## src/rtl/conditional_sum_adder_pipe_if.sv

```systemverilog
// Operand/result handshake bundle for conditional_sum_adder_pipe.
// slave is the adder's view; master is the producer/consumer side.
interface conditional_sum_adder_pipe_if #(
    parameter int WIDTH = 16
);
    logic             in_valid;
    logic             in_ready;
    logic [WIDTH-1:0] x;
    logic [WIDTH-1:0] y;
    logic             c0;
    logic             sub;
    logic             out_valid;
    logic             out_ready;
    logic [WIDTH-1:0] sum;
    logic             cout;
    logic             ovf;

    modport master (
        output in_valid, x, y, c0, sub, out_ready,
        input  in_ready, out_valid, sum, cout, ovf
    );

    modport slave (
        input  in_valid, x, y, c0, sub, out_ready,
        output in_ready, out_valid, sum, cout, ovf
    );
endinterface

```

## src/rtl/conditional_sum_adder_pipe.sv

```systemverilog
// Pipelined conditional-sum add/sub; log2(WIDTH)+1 cycle latency, one result per cycle.
// Whole pipe freezes while the output is held (out_valid && !out_ready); in_ready mirrors that.
module conditional_sum_adder_pipe #(
    parameter int WIDTH = 16
) (
    input  logic                         clk,
    input  logic                         rst_n,
    conditional_sum_adder_pipe_if.slave  bus
);
    localparam int L  = $clog2(WIDTH);
    localparam int HW = WIDTH / 2;

    if (WIDTH < 4 || WIDTH > 64 || (WIDTH & (WIDTH - 1)) != 0) begin : g_bad_width
        $error("conditional_sum_adder_pipe: WIDTH must be a power of two in 4..64");
    end

    // s*/k* hold per-block sum/carry assuming block carry-in 0 (s0,k0) and 1 (s1,k1).
    // Block 0 is resolved from stage 1 on and only uses s0/k0.
    typedef struct packed {
        logic             vld;
        logic             cin;
        logic             pm;
        logic [WIDTH-1:0] s0;
        logic [WIDTH-1:0] s1;
        logic [WIDTH-1:0] k0;
        logic [WIDTH-1:0] k1;
    } stage_t;

    typedef struct packed {
        logic             vld;
        logic [WIDTH-1:0] sum;
        logic             cout;
        logic             ovf;
    } res_t;

    res_t res_q;
    logic adv;

    assign adv          = !res_q.vld || bus.out_ready;
    assign bus.in_ready = adv;

    for (genvar l = 0; l < L; l++) begin : g_stg
        stage_t q;
        stage_t d;

        if (l == 0) begin : g_pre
            logic [WIDTH-1:0] yy;
            always_comb begin
                yy    = bus.sub ? ~bus.y : bus.y;
                d.vld = bus.in_valid;
                d.cin = bus.sub | bus.c0;
                d.pm  = bus.x[WIDTH-1] ^ yy[WIDTH-1];
                d.s0  = bus.x ^ yy;
                d.s1  = ~(bus.x ^ yy);
                d.k0  = bus.x & yy;
                d.k1  = bus.x | yy;
            end
        end else begin : g_merge
            localparam int B  = 1 << l;
            localparam int H  = B / 2;
            localparam int NB = WIDTH / B;
            stage_t         p;
            logic [H-1:0]   lo_s;
            logic           lo_c;

            assign p = g_stg[l-1].q;

            always_comb begin
                d     = '0;
                d.vld = p.vld;
                d.cin = p.cin;
                d.pm  = p.pm;
                // Bit-0 block gets resolved against the real carry-in on the first merge.
                lo_s  = p.s0[H-1:0];
                lo_c  = p.k0[0];
                if (l == 1 && p.cin) begin
                    lo_s = p.s1[H-1:0];
                    lo_c = p.k1[0];
                end
                d.s0[H-1:0]  = lo_s;
                d.s0[H +: H] = lo_c ? p.s1[H +: H] : p.s0[H +: H];
                d.k0[0]      = lo_c ? p.k1[1] : p.k0[1];
                for (int j = 1; j < NB; j++) begin
                    d.s0[j*B +: H]   = p.s0[j*B +: H];
                    d.s1[j*B +: H]   = p.s1[j*B +: H];
                    d.s0[j*B+H +: H] = p.k0[2*j] ? p.s1[j*B+H +: H] : p.s0[j*B+H +: H];
                    d.s1[j*B+H +: H] = p.k1[2*j] ? p.s1[j*B+H +: H] : p.s0[j*B+H +: H];
                    d.k0[j]          = p.k0[2*j] ? p.k1[2*j+1] : p.k0[2*j+1];
                    d.k1[j]          = p.k1[2*j] ? p.k1[2*j+1] : p.k0[2*j+1];
                end
            end
        end

        always_ff @(posedge clk or negedge rst_n) begin
            if (!rst_n) begin
                q <= '0;
            end else if (adv) begin
                q <= d;
            end
        end
    end

    stage_t           last;
    logic [WIDTH-1:0] sum_d;
    logic             cout_d;

    assign last = g_stg[L-1].q;

    always_comb begin
        sum_d  = {last.k0[0] ? last.s1[WIDTH-1:HW] : last.s0[WIDTH-1:HW], last.s0[HW-1:0]};
        cout_d = last.k0[0] ? last.k1[1] : last.k0[1];
    end

    // Carry into the MSB is recovered as sum_msb ^ x_msb ^ y_msb.
    always_ff @(posedge clk or negedge rst_n) begin
        if (!rst_n) begin
            res_q <= '0;
        end else if (adv) begin
            res_q.vld  <= last.vld;
            res_q.sum  <= sum_d;
            res_q.cout <= cout_d;
            res_q.ovf  <= sum_d[WIDTH-1] ^ last.pm ^ cout_d;
        end
    end

    assign bus.out_valid = res_q.vld;
    assign bus.sum       = res_q.sum;
    assign bus.cout      = res_q.cout;
    assign bus.ovf       = res_q.ovf;
endmodule

```

## src/flat_wrapper.sv

```systemverilog
// flat-port wrapper written by rule: the top's interface ports become plain ports
module conditional_sum_adder_pipe_flat 
#(
    parameter int WIDTH = 16
)
  (clk, rst_n, bus_in_valid, bus_x, bus_y, bus_c0, bus_sub, bus_out_ready, bus_in_ready, bus_out_valid, bus_sum, bus_cout, bus_ovf);
  conditional_sum_adder_pipe_if #(.WIDTH(WIDTH)) bus_i ();
  input  logic clk;
  input  logic rst_n;
  input wire logic [$bits(bus_i.in_valid)-1:0] bus_in_valid;
  input wire logic [$bits(bus_i.x)-1:0] bus_x;
  input wire logic [$bits(bus_i.y)-1:0] bus_y;
  input wire logic [$bits(bus_i.c0)-1:0] bus_c0;
  input wire logic [$bits(bus_i.sub)-1:0] bus_sub;
  input wire logic [$bits(bus_i.out_ready)-1:0] bus_out_ready;
  output wire logic [$bits(bus_i.in_ready)-1:0] bus_in_ready;
  output wire logic [$bits(bus_i.out_valid)-1:0] bus_out_valid;
  output wire logic [$bits(bus_i.sum)-1:0] bus_sum;
  output wire logic [$bits(bus_i.cout)-1:0] bus_cout;
  output wire logic [$bits(bus_i.ovf)-1:0] bus_ovf;
  assign bus_i.in_valid = bus_in_valid;
  assign bus_i.x = bus_x;
  assign bus_i.y = bus_y;
  assign bus_i.c0 = bus_c0;
  assign bus_i.sub = bus_sub;
  assign bus_i.out_ready = bus_out_ready;
  assign bus_in_ready = bus_i.in_ready;
  assign bus_out_valid = bus_i.out_valid;
  assign bus_sum = bus_i.sum;
  assign bus_cout = bus_i.cout;
  assign bus_ovf = bus_i.ovf;
  conditional_sum_adder_pipe #(.WIDTH(WIDTH)) u_core (.clk(clk), .rst_n(rst_n), .bus(bus_i));
endmodule
```

## config.mk

```make
export PLATFORM = sky130hd
export DESIGN_NAME = conditional_sum_adder_pipe_flat
export DESIGN_NICKNAME = d
export VERILOG_FILES = /design/src/rtl/conditional_sum_adder_pipe_if.sv /design/src/rtl/conditional_sum_adder_pipe.sv /design/src/flat_wrapper.sv
export SDC_FILE = /design/constraint.sdc
export NUM_CORES = 1
export LEC_CHECK = 0
export BUFFER_PORTS_ARGS = -buffer_cell sky130_fd_sc_hd__buf_2
export CAP_MARGIN = 0
export CELL_PAD_IN_SITES_DETAIL_PLACEMENT = 2
export CELL_PAD_IN_SITES_GLOBAL_PLACEMENT = 2
export CORE_MARGIN = 10
export CORE_UTILIZATION = 42
export CTS_BUF_LIST = sky130_fd_sc_hd__clkbuf_4 sky130_fd_sc_hd__clkbuf_8 sky130_fd_sc_hd__clkbuf_16
export DETAILED_ROUTE_END_ITERATION = 10
export PLACE_DENSITY = 0.94
export SLEW_MARGIN = 20
export SYNTH_ARGS = -nofsm -noshare
export SYNTH_HDL_FRONTEND = slang
export SYNTH_SLANG_ARGS = --single-unit
```

## constraint.sdc

```tcl
create_clock -name clk -period 2.6 [get_ports clk]
set_clock_uncertainty 0.15 [all_clocks]
set_input_delay 0.13 -clock clk [delete_from_list [all_inputs] [get_ports clk]]
set_output_delay 0.13 -clock clk [all_outputs]
set_load 0.01 [all_outputs]
```

**After elaboration in Yosys (flattened, before gate mapping)**

Cells that the tools add are included.
W data, S select, Z words.

- Reductions and logical operators: 2
- Bitwise logic cells: 9
- Mux-type cells: 55

Operators with widths:

| operator | number |
|---|---|
| $mux W1 | 43 |
| $not A16 Y16 | 2 |
| $and A16 B16 Y16 | 1 |
| $mux W16 | 1 |
| $or A16 B16 Y16 | 1 |
| $xor A16 B16 Y16 | 1 |
| $mux W2 | 7 |
| $mux W4 | 3 |
| $mux W8 | 1 |
| $xor A1 B1 Y1 | 3 |
| $logic_not A1 Y1 | 1 |
| $logic_or A1 B1 Y1 | 1 |
| $or A1 B1 Y1 | 1 |

- Output and inout bits: 20
- Input bits: 38
- Word-level logic and storage cells: 95
- Register bits: 199

**Depth between registers and ports, before layout**

Gate-level depths: netlist (run 1).

- Depth in word-level cells: 4
- Gate-level depth with buffers: 7
- Depth with buffers taken out: 5

**Worst setup path before layout (run 1)**

No wires, ideal clock.

- Kind: register to register
- Start point: register u_core.res_q (netlist bit u_core.bus.out_valid)
- End point: register u_core.g_stg[0].q[1] in the netlist's numbering
- Setup slack: 1167 ps
- Library setup time: 126 ps
- Data required time: 2324 ps
- Clock period less this slack: 1433 ps
- Cell stages (with the launch flop): 7
- Buffers on the path: 3
- Arrival: 1158 ps
- Path through: dfrtp_1 nor2b_4 buf_6 inv_2 buf_2 buf_2 a21oi_1

- Longest elaborated chain between the ends: 2

RTL lines:

| item | RTL line | text |
|---|---|---|
| start: declaration | conditional_sum_adder_pipe.sv:36 | `res_t res_q;` |
| $logic_not A1 Y1 | conditional_sum_adder_pipe.sv:39 | `assign adv = !res_q.vld \|\| bus.out_ready;` |
| $logic_or A1 B1 Y1 | conditional_sum_adder_pipe.sv:39 |  |
| named net bus_in_ready | flat_wrapper.sv:16 | `output wire logic [$bits(bus_i.in_ready)-1:0] bus_in_ready;` |
| end signal: assignment | conditional_sum_adder_pipe.sv:96 | `q <= '0;` |
| end signal: assignment | conditional_sum_adder_pipe.sv:98 | `q <= d;` |
| end: declaration | conditional_sum_adder_pipe.sv:43 | `stage_t q;` |

The timed path passes the listed nets, and every way through them passes these cells.
A chain may end at the register's enable or synchronous reset.

**Final worst setup path (run 1)**

- Start point: register u_core.res_q (netlist bit u_core.bus.out_valid)
- End point: register u_core.g_stg[2].q[39] in the netlist's numbering

- Longest elaborated chain between the ends: 2

RTL lines:

| item | RTL line |
|---|---|
| $logic_not A1 Y1 | conditional_sum_adder_pipe.sv:39 |
| $logic_or A1 B1 Y1 | conditional_sum_adder_pipe.sv:39 |
| end signal: assignment | conditional_sum_adder_pipe.sv:96 |
| end signal: assignment | conditional_sum_adder_pipe.sv:98 |
| end: declaration | conditional_sum_adder_pipe.sv:43 |

Every way passes these cells.

==> out/results.ini, run 1 <==
[power]
p_clk_share_pct = 23.9
p_sw_mw = 4.76
pwr-share-comb_pct = 29.3
netSwitchingFraction_pct = 39.2
ir_drop_v = 0.000567
seq_power_share_pct = 46.9
power_density_nw_per_um2 = 1210
p_leak_nw = 5.04
p_total_mw = 12.1
internal_power_mw = 7.37

[clock_network]
cts.sinks = 198
cts_tree = built
htreeDepth = 4
clk-insertion-delay-late_ns = 0.45
numCtsBuffers = 17
path_clk_slew_ns = 0.07
cts_setup_buffers = 0
cts-root-buf = clkbuf_16
cts_max_path_buffers = 2

[grt]
grt_use_total_pct = 22.3
met1_usage_pct = 25.0
grt_max_degree = 239
antenna_found_initial = 1
grt.busiest_layer = met2
grt-ovfl-total = 0
grt_util_met3_pct = 3.98
first_global_vias = 7703
grt_pass1_wl_um = 45700
met2_usage_pct = 40.5

[routing]
ant_nets = 0
drt-pass1-iter-count = 5
avgViaCountPerCell = 5.29
routed_wl_um = 29000
drcViolationCount = 0
wl_per_cell_um = 23.5
vias = 6513
dr.first_iter.drc_count = 410

[place]
io_buffer_count = 57
globalplace.congestion = 0.719
placed_cells = 1177
place_ws_ns = 0.654
hpwl_um = 16500

[floorplanning]
fp.dieW_um = 164
die_h_um = 164
ios = 58
initial_core_util_pct = 42.8
core_um2 = 20200
dieArea_um2 = 26700
num_rows = 52

[timing]
fin_crit_sh_pct = 78.4
whs_ns = -0.00131
worst_pin_slew_ns = 1.00
rsz0062_at_grt = no
hold_viol = 1
fin_crit_ns = 2.04
relSlewSlack_pct = 33.3
max_freq_ghz = 0.490
final_max_slew_viol_count = 0
timing.final.ws_setup_ns = 0.561
finalSetupTns_ns = 0
finalSetupViolations = 0

[outcome]
status = complete, but fails checks
violations = negative hold slack

[logic_synthesis]
synth_fp_nets = 962
syn_inst = 891
synth-seq-cells = 198
synth_warnings = 0
synthDistinctLibCells = 20
synth_area_um2 = 8650
synth.avg_cell_area_um2 = 9.71
yosysSeqAreaShare_pct = 57.3

[finish]
mostFrequentLayoutCells = nand2_1, dfrtp_1, mux2i_1, o21ai_0, buf_2
drive_gt1_share_pct = 10.4
final_common_cell = nand2_1
finish.net_count = 1020
final_cells = 1232
synthToLayoutAreaGrowth_pct = 16.0

[hold_path]
hold_path.class = in -> reg

[setup_path]
crit_chain = nor2b_4 -> buf_12 -> o21ai_0
worst_path_max_delay_cell = buf_12
cp-start-kind = register
end_kind = register
cp.arrival_ns = 2.14
cpPeakStageDelay_ns = 0.59
crit_required_ns = 2.70
critPathKind = reg -> reg
path_max_fanout = 238

[flow_run]
cap_violations = 0

-- synthesized netlist by cell type, drive strengths merged --
library cell | n | share of area, %
nor2b | 1 | 0.16
buf | 36 | 2.3
nand2 | 338 | 15
nor2 | 34 | 1.5
xnor2 | 1 | 0.10
xor2 | 15 | 1.5
mux2i | 77 | 9.1
nand2b | 1 | 0.072
dfrtp | 198 | 57
inv | 33 | 1.4
clkbuf | 13 | 0.56
ha | 33 | 4.8
o21ai | 76 | 4.4
xnor3 | 1 | 0.26
a21oi | 34 | 2.0
-- flip-flops by register name, summed over array words and instances, names as in the netlist --
register / count
u_core.bus.cout: 1
u_core.g_stg.q: 179
u_core.bus.ovf: 1
u_core.bus.out_valid: 1
u_core.bus.sum: 16
-- power groups by stage --
stage | logic, mW | registers (mW) | clock network, mW
2_1_floorplan | 2.28 | 5.18 | 0
3_3_place_gp | 2.94 | 5.35 | 0
3_5_place_dp | 3.30 | 5.57 | 0
4_1_cts | 3.58 | 5.64 | 2.89
5_1_grt | 3.99 | 5.81 | 3.06
6_report | 3.55 | 5.68 | 2.89
-- through the flow --
| stage | instance area, um^2 | util, % |
|---|---|---|
| 2_1_floorplan | 8650 | - |
| 3_3_place_gp | 9180 | 45.4 |
| 3_5_place_dp | 9180 | 45.4 |
| 4_1_cts | 10000 | 49.6 |
| 5_1_grt | 10000 | 49.6 |
| 6_report | 10000 | 49.6 |
-- layer usage --
| layer | part of all wire (%) | up-vias |
|---|---|---|
| met4 | 3.4 | 0 |
| met1 | 40 | 3349 |
| met5 | 0 | - |
| met3 | 3.0 | 63 |
| met2 | 53 | 142 |
| li1 | - | 2959 |
-- worst max-delay path, delay by kind of cell, from the launching register on --
family / cells / cell delay [ns]
buf+inv: 1 / 0.59
flops: 1 / 0.34
compound gates: 1 / 0.32
simple gates: 1 / 0.21
-- worst paths after layout --
check	startpoint	end	slack (ns)	cells past startpoint
setup / recovery	u_core.bus.out_valid	u_core.g_stg[2].q[39]	0.56	3
setup reg to reg	u_core.bus.out_valid	u_core.g_stg[2].q[39]	0.56	3
max in group asynchronous	rst_n	u_core.bus.out_valid	1.45	3
hold reg to reg	u_core.bus.sum[6]	u_core.bus.sum[6]	0.31	2
hold / removal	bus_y[11]	u_core.g_stg[0].q[11]	-0.001	5
min in group asynchronous	rst_n	u_core.g_stg[0].q[38]	0.15	2
-- repair_timing --
item                      4_1_cts  5_1_grt
hold endpoints to repair      120        0
resized for setup               0        0
hold buffers                   23        0
-- kinds of logic (layout without fill, tap and decap cells) --
| group | Yosys count | after routing | share of synthesized area (%) |
|---|---|---|---|
| mux | 77 | 77 | 9.05 |
| buf+inv | 82 | 152 | 4.25 |
| other cells | 0 | 1 | 0 |
| xor+xnor | 17 | 17 | 1.88 |
| compound gates | 110 | 110 | 6.41 |
| fa+ha+maj | 33 | 33 | 4.77 |
| simple gates | 374 | 374 | 16.4 |
| flops | 198 | 198 | 57.3 |
-- area by class of cell --
cell class,count,area [um^2]
antenna,1,2.50
clock buffer,19,447
clock inverter,12,178
fill,2045,10200
inverter,33,126
multi-input combinational,611,3330
sequential,198,4950
tap,270,338
timing repair buffer,88,659
Power figures use the tool's default switching activity.
==> inputs of run 2 (changes only) <==
Settings changed: CORE_UTILIZATION 42 to 39, PLACE_DENSITY 0.94 to 0.89.
Clock period 2.6 ns to 2 ns, I/O delays scaled along.
==> out/results.ini, run 2 (synthesis results as in run 1) <==
[grt]
met1_usage_pct = 23.6  ; was 25.0%
first_global_vias = 7825  ; was 7703
antenna_found_initial = 1  ; unchanged
grt_pass1_wl_um = 46400  ; was 45700 um
grt_util_met3_pct = 3.36  ; was 3.98%
grt_use_total_pct = 20.8  ; was 22.3%
grt.busiest_layer = met2  ; unchanged
met2_usage_pct = 38.2  ; was 40.5%
grt-ovfl-total = 0  ; unchanged
grt_max_degree = 129  ; was 239

[power]
internal_power_mw = 9.84  ; was 7.37 mW
p_clk_share_pct = 24.4  ; was 23.9%
power_density_nw_per_um2 = 1540  ; was 1210 nW/um^2
seq_power_share_pct = 46.3  ; was 46.9%
netSwitchingFraction_pct = 38.0  ; was 39.2%
ir_drop_v = 0.000735  ; was 0.000567 V
p_leak_nw = 5.17  ; was 5.04 nW
pwr-share-comb_pct = 29.3  ; about the same
p_sw_mw = 6.04  ; was 4.76 mW
p_total_mw = 15.9  ; was 12.1 mW

[timing]
max_freq_ghz = 0.530
finalSetupViolations = 0  ; unchanged
final_max_slew_viol_count = 0  ; unchanged
rsz0062_at_grt = no  ; unchanged
fin_crit_ns = 1.89
finalSetupTns_ns = 0  ; unchanged
fin_crit_sh_pct = 94.4
timing.final.ws_setup_ns = 0.113  ; was 0.561 ns
hold_viol = 1  ; unchanged
relSlewSlack_pct = 65.4  ; was 33.3%
worst_pin_slew_ns = 0.520  ; was 1.00 ns
whs_ns = -0.00196  ; was -0.00131 ns

[clock_network]
cts_tree = built  ; unchanged
cts-root-buf = clkbuf_16  ; unchanged
cts.sinks = 198  ; unchanged
path_clk_slew_ns = 0.07  ; about the same
clk-insertion-delay-late_ns = 0.45  ; about the same
numCtsBuffers = 17  ; unchanged
cts_max_path_buffers = 2  ; unchanged
htreeDepth = 4  ; unchanged

[setup_path]
reg2reg_from = u_core.bus.out_valid  ; unchanged
critPathKind = reg -> out  ; was reg -> reg
end_kind = primary output  ; was register
cp-start-kind = register  ; unchanged
worstRegToRegCells = 3  ; unchanged
reg2reg_slack_ns = 0.33  ; was 0.56 ns
crit_required_ns = 1.75  ; was 2.70 ns
cp.arrival_ns = 1.64  ; was 2.14 ns
path_max_fanout = 36  ; was 238
r2r-end = u_core.g_stg[3].q[47]  ; was u_core.g_stg[2].q[39]

[routing]
vias = 6574  ; was 6513
wl_per_cell_um = 22.7  ; was 23.5 um
routed_wl_um = 28600  ; was 29000 um
drt-pass1-iter-count = 4  ; was 5
drcViolationCount = 0  ; unchanged
dr.first_iter.drc_count = 352  ; was 410
ant_nets = 0  ; unchanged
avgViaCountPerCell = 5.22  ; was 5.29

[floorplanning]
fp.dieW_um = 169  ; was 164 um
core_um2 = 21800  ; was 20200 um^2
ios = 58  ; unchanged
die_h_um = 169  ; was 164 um
num_rows = 54  ; was 52
dieArea_um2 = 28500  ; was 26700 um^2
initial_core_util_pct = 39.6  ; was 42.8%

[place]
hpwl_um = 15100  ; was 16500 um
io_buffer_count = 57  ; unchanged
place_ws_ns = 0.340  ; was 0.654 ns
globalplace.congestion = 0.707  ; was 0.719

[outcome]
status = complete, but fails checks  ; unchanged
violations = negative hold slack  ; unchanged

[finish]
finish.net_count = 1038  ; was 1020
synthToLayoutAreaGrowth_pct = 18.9  ; was 16.0%
largest_register = u_core.g_stg.q  ; unchanged
drive_gt1_share_pct = 10.5  ; was 10.4%
mostFrequentLayoutCells = nand2_1, dfrtp_1, mux2i_1, o21ai_0, buf_2  ; unchanged
largest_register_ffs = 179  ; unchanged
fill_cells = 2250  ; was 2045
reg.largest.list = u_core.g_stg.q (179), u_core.bus.sum (16)  ; unchanged
final_common_cell = nand2_1  ; unchanged

[hold_path]
hp-start = bus_y[14]  ; was bus_y[11]
hold_path.class = in -> reg  ; unchanged
worst_hold_path.endpoint = u_core.g_stg[0].q[14]  ; was u_core.g_stg[0].q[11]
hold_depth = 4  ; was 5

[flow_run]
cap_violations = 0  ; unchanged

## run 2: metrics by stage
stage / std cells / hold WS (ns) / utilization [%] / instance area [um^2]
floorplan: 891 / -0.346 / - / 8650
global placement: 1190 / -0.0767 / 42.3 / 9230
detailed placement: 1190 / -0.0757 / 42.3 / 9230
CTS: 1258 / 0.00184 / 47.1 / 10300
global route: 1259 / 0.0241 / 47.1 / 10300
finish: 1259 / -0.00196 / 47.1 / 10300
## run 2: worst max-delay path by stage
stage                               startpoint                    end
final                     u_core.bus.out_valid           bus_in_ready
after global routing      u_core.bus.out_valid           bus_in_ready
after CTS                 u_core.bus.out_valid           bus_in_ready
after detailed placement  u_core.bus.out_valid  u_core.g_stg[0].q[47]
after global placement    u_core.bus.out_valid  u_core.g_stg[0].q[65]
after floorplan           u_core.bus.out_valid   u_core.g_stg[0].q[1]
## run 2: area by class of cell
class                           count  area, um^2  share of cell area [%]
Antenna cell                        1        2.50                  0.0243
Tap cell                          280         350                    3.41
Sequential cell                   198        4950                    48.2
Multi-Input combinational cell    611        3330                    32.4
Timing Repair Buffer              106         875                    8.50
Clock buffer                       21         468                    4.55
Clock inverter                      9         175                    1.70
Inverter                           33         131                    1.28
## run 2: critical path, stage by stage, from the launching register on
cell	delay, ns
dfrtp_1	0.35
nor2b_4	0.28
inv_8	0.15
buf_16	0.21
buf_2	0.17
## run 2: metal layers
| metal | part of all wire (%) | up-vias |
|---|---|---|
| li1 | - | 3008 |
| met1 | 41 | 3416 |
| met2 | 54 | 102 |
| met3 | 2.4 | 48 |
| met4 | 2.3 | 0 |
| met5 | 0 | - |
## run 2: timing repair
action | CTS | global route
setup buffers | 0 | 0
hold buffers | 37 | 0
resized for setup | 2 | 1
hold endpoints to repair | 260 | 0
cloned | 1 | 0
pin swaps | 0 | 0
setup endpoints to repair | 1 | 1
## run 2: power by group through the flow
stage | registers, mW | logic [mW] | clock network [mW]
floorplan | 6.73 | 2.96 | 0
global placement | 6.99 | 3.87 | 0
detailed placement | 7.20 | 4.22 | 0
CTS | 7.27 | 4.61 | 3.91
global route | 7.55 | 5.25 | 4.10
finish | 7.35 | 4.66 | 3.88
==> inputs of run 3 (changes only) <==
Clock period 2 ns to 1.85 ns, I/O delays scaled along.
==> out/results.ini, run 3 (synthesis results as in run 1) <==
[clock_network]
cts_max_path_buffers = 2  ; unchanged
cts-root-buf = clkbuf_16  ; unchanged
cts_tree = built  ; unchanged
htreeDepth = 4  ; unchanged
cts.sinks = 198  ; unchanged
path_clk_slew_ns = 0.08  ; was 0.07 ns
clk-insertion-delay-late_ns = 0.44  ; was 0.45 ns
numCtsBuffers = 17  ; unchanged

[routing]
drcViolationCount = 0  ; unchanged
wl_met1_um = 11500  ; was 11800 um
met2_wirelength_um = 14300  ; was 15400 um
drt-pass1-iter-count = 5  ; was 4
dr.first_iter.drc_count = 284  ; was 352
wl_met3_um = 619  ; was 687 um
avgViaCountPerCell = 5.11  ; was 5.22
vias = 6425  ; was 6574
wl_per_cell_um = 21.4  ; was 22.7 um
ant_nets = 0  ; unchanged
routed_wl_um = 26900  ; was 28600 um
dr.max_layer_used = met4  ; unchanged

[finish]
seq_area_um2 = 4950  ; unchanged
mostFrequentLayoutCells = nand2_1, dfrtp_1, mux2i_1, o21ai_0, buf_2  ; unchanged
finish.net_count = 1035  ; was 1038
reg.largest.list = u_core.g_stg.q (179), u_core.bus.sum (16)  ; unchanged
multi_input_area_um2 = 3330  ; unchanged
antennaDiodeCount = 0  ; was 1
fill_cells = 2277  ; was 2250
drive_gt1_share_pct = 11.2  ; was 10.5%
largest_register_ffs = 179  ; unchanged
largest_register = u_core.g_stg.q  ; unchanged
final_cells = 1257  ; was 1259
final_common_cell = nand2_1  ; unchanged
synthToLayoutAreaGrowth_pct = 17.9  ; was 18.9%

[timing]
whs_ns = -0.0136  ; was -0.00196 ns
hold_viol = 1  ; unchanged
fin_crit_sh_pct = 94.4
rsz0062_at_grt = no  ; unchanged
worst_pin_slew_ns = 0.501  ; was 0.520 ns
final_max_slew_viol_count = 0  ; unchanged
max_freq_ghz = 0.573
finalSetupTns_ns = 0  ; unchanged
fin_crit_ns = 1.75
relSlewSlack_pct = 66.6  ; was 65.4%
finalSetupViolations = 0  ; unchanged

[hold_path]
hold_path.class = in -> reg  ; unchanged

[outcome]
violations = negative hold slack  ; unchanged
status = complete, but fails checks  ; unchanged

[setup_path]
worst_path_max_delay_cell = dfrtp_1  ; unchanged
cp-start-kind = register  ; unchanged
critPathKind = reg -> out  ; unchanged
crit_required_ns = 1.61  ; was 1.75 ns
cpPeakStageDelay_ns = 0.38  ; was 0.35 ns
end_kind = primary output  ; unchanged
crit_chain = nor2b_4 -> inv_4 -> buf_16 -> buf_2  ; was nor2b_4 -> inv_8 -> buf_16 -> buf_2
cp.arrival_ns = 1.50  ; was 1.64 ns
critPathBufInv = 3  ; unchanged
path_max_fanout = 37  ; was 36
cp_top_family = buffers and inverters  ; unchanged

[grt]
first_global_vias = 7556  ; was 7825
grt-ovfl-total = 0  ; unchanged
antenna_found_initial = 0  ; was 1
grt_pass1_wl_um = 42600  ; was 46400 um
grt_use_total_pct = 18.6  ; was 20.8%
grt_max_degree = 104  ; was 129

[place]
placed_cells = 1192  ; was 1190
globalplace.congestion = 0.715  ; was 0.707
hpwl_um = 15700  ; was 15100 um
io_buffer_count = 57  ; unchanged

[power]
ir_drop_v = 0.000666  ; was 0.000735 V
p_leak_nw = 5.13  ; was 5.17 nW
power_density_nw_per_um2 = 1630  ; was 1540 nW/um^2

[floorplanning]
num_rows = 54  ; unchanged
dieArea_um2 = 28500  ; unchanged
die_h_um = 169  ; unchanged
fp.dieW_um = 169  ; unchanged
ios = 58  ; unchanged
core_um2 = 21800  ; unchanged
initial_core_util_pct = 39.6  ; unchanged

[flow_run]
cap_violations = 0  ; unchanged

[run 3: what timing repair did]
| action | 4_1_cts | 5_1_grt |
|---|---|---|
| setup endpoints to repair | 1 | 1 |
| pin swaps | 0 | 0 |
| gates resized for setup | 0 | 1 |
| setup buffers | 2 | 0 |
| endpoints found under the hold margin | 261 | 0 |
| hold buffers | 30 | 0 |
| gates cloned | 0 | 1 |
[run 3: path summary, 6_finish.rpt]
path | start | to | slack [ns] | cells past startpoint
max in group asynchronous | rst_n | u_core.g_stg[2].q[50] | 0.88 | 3
hold / removal | bus_y[4] | u_core.g_stg[0].q[4] | -0.01 | 5
setup reg to reg | u_core.bus.out_valid | u_core.g_stg[1].q[7] | 0.11 | 5
min in group asynchronous | rst_n | u_core.g_stg[0].q[59] | 0.03 | 2
setup / recovery | u_core.bus.out_valid | bus_in_ready | 0.10 | 4
hold reg to reg | u_core.bus.sum[6] | u_core.bus.sum[6] | 0.32 | 2
[run 3: layout make-up]
class | count | area share (%)
Clock buffer | 19 | 4.32
Clock inverter | 13 | 1.29
Multi-Input combinational cell | 611 | 32.7
Timing Repair Buffer | 103 | 8.48
Tap cell | 280 | 3.44
Inverter | 33 | 1.24
Sequential cell | 198 | 48.6
[run 3: per-stage QoR]
step / hold slack, ns / util [%] / area, um^2 / worst slack, ns / total power [mW]
2_1_floorplan: -0.353 / - / 8650 / 0.417 / 10.5
3_3_place_gp: -0.0430 / 42.5 / 9280 / 0.378 / 11.8
3_5_place_dp: -0.0461 / 42.5 / 9280 / 0.211 / 12.4
4_1_cts: 0.00369 / 46.6 / 10200 / 0.0123 / 16.7
5_1_grt: 0.0214 / 46.7 / 10200 / 0.0181 / 17.7
6_report: -0.0136 / 46.7 / 10200 / 0.104 / 16.6
[run 3: routing by layer]
metal	up-vias	track usage [%]
met4	0	4.96
met3	33	3.17
met1	3312	22.4
met5	-	0
li1	2990	-
met2	90	33.6
[run 3: worst register-to-register path: cells and delay by family (launching register included)]
family / cells / cell delay [ns]
buffers and inverters: 2 / 0.52
and+or+nand+nor: 2 / 0.41
DFF: 1 / 0.34
AOI/OAI and AO/OA: 1 / 0.19
[run 3: report_power, final]
group          leakage [nW]  internal (mW)  switching (mW)
combinational          2.47           1.97            3.00
sequential             2.37           6.20            1.72
clock                 0.284           2.02            1.71
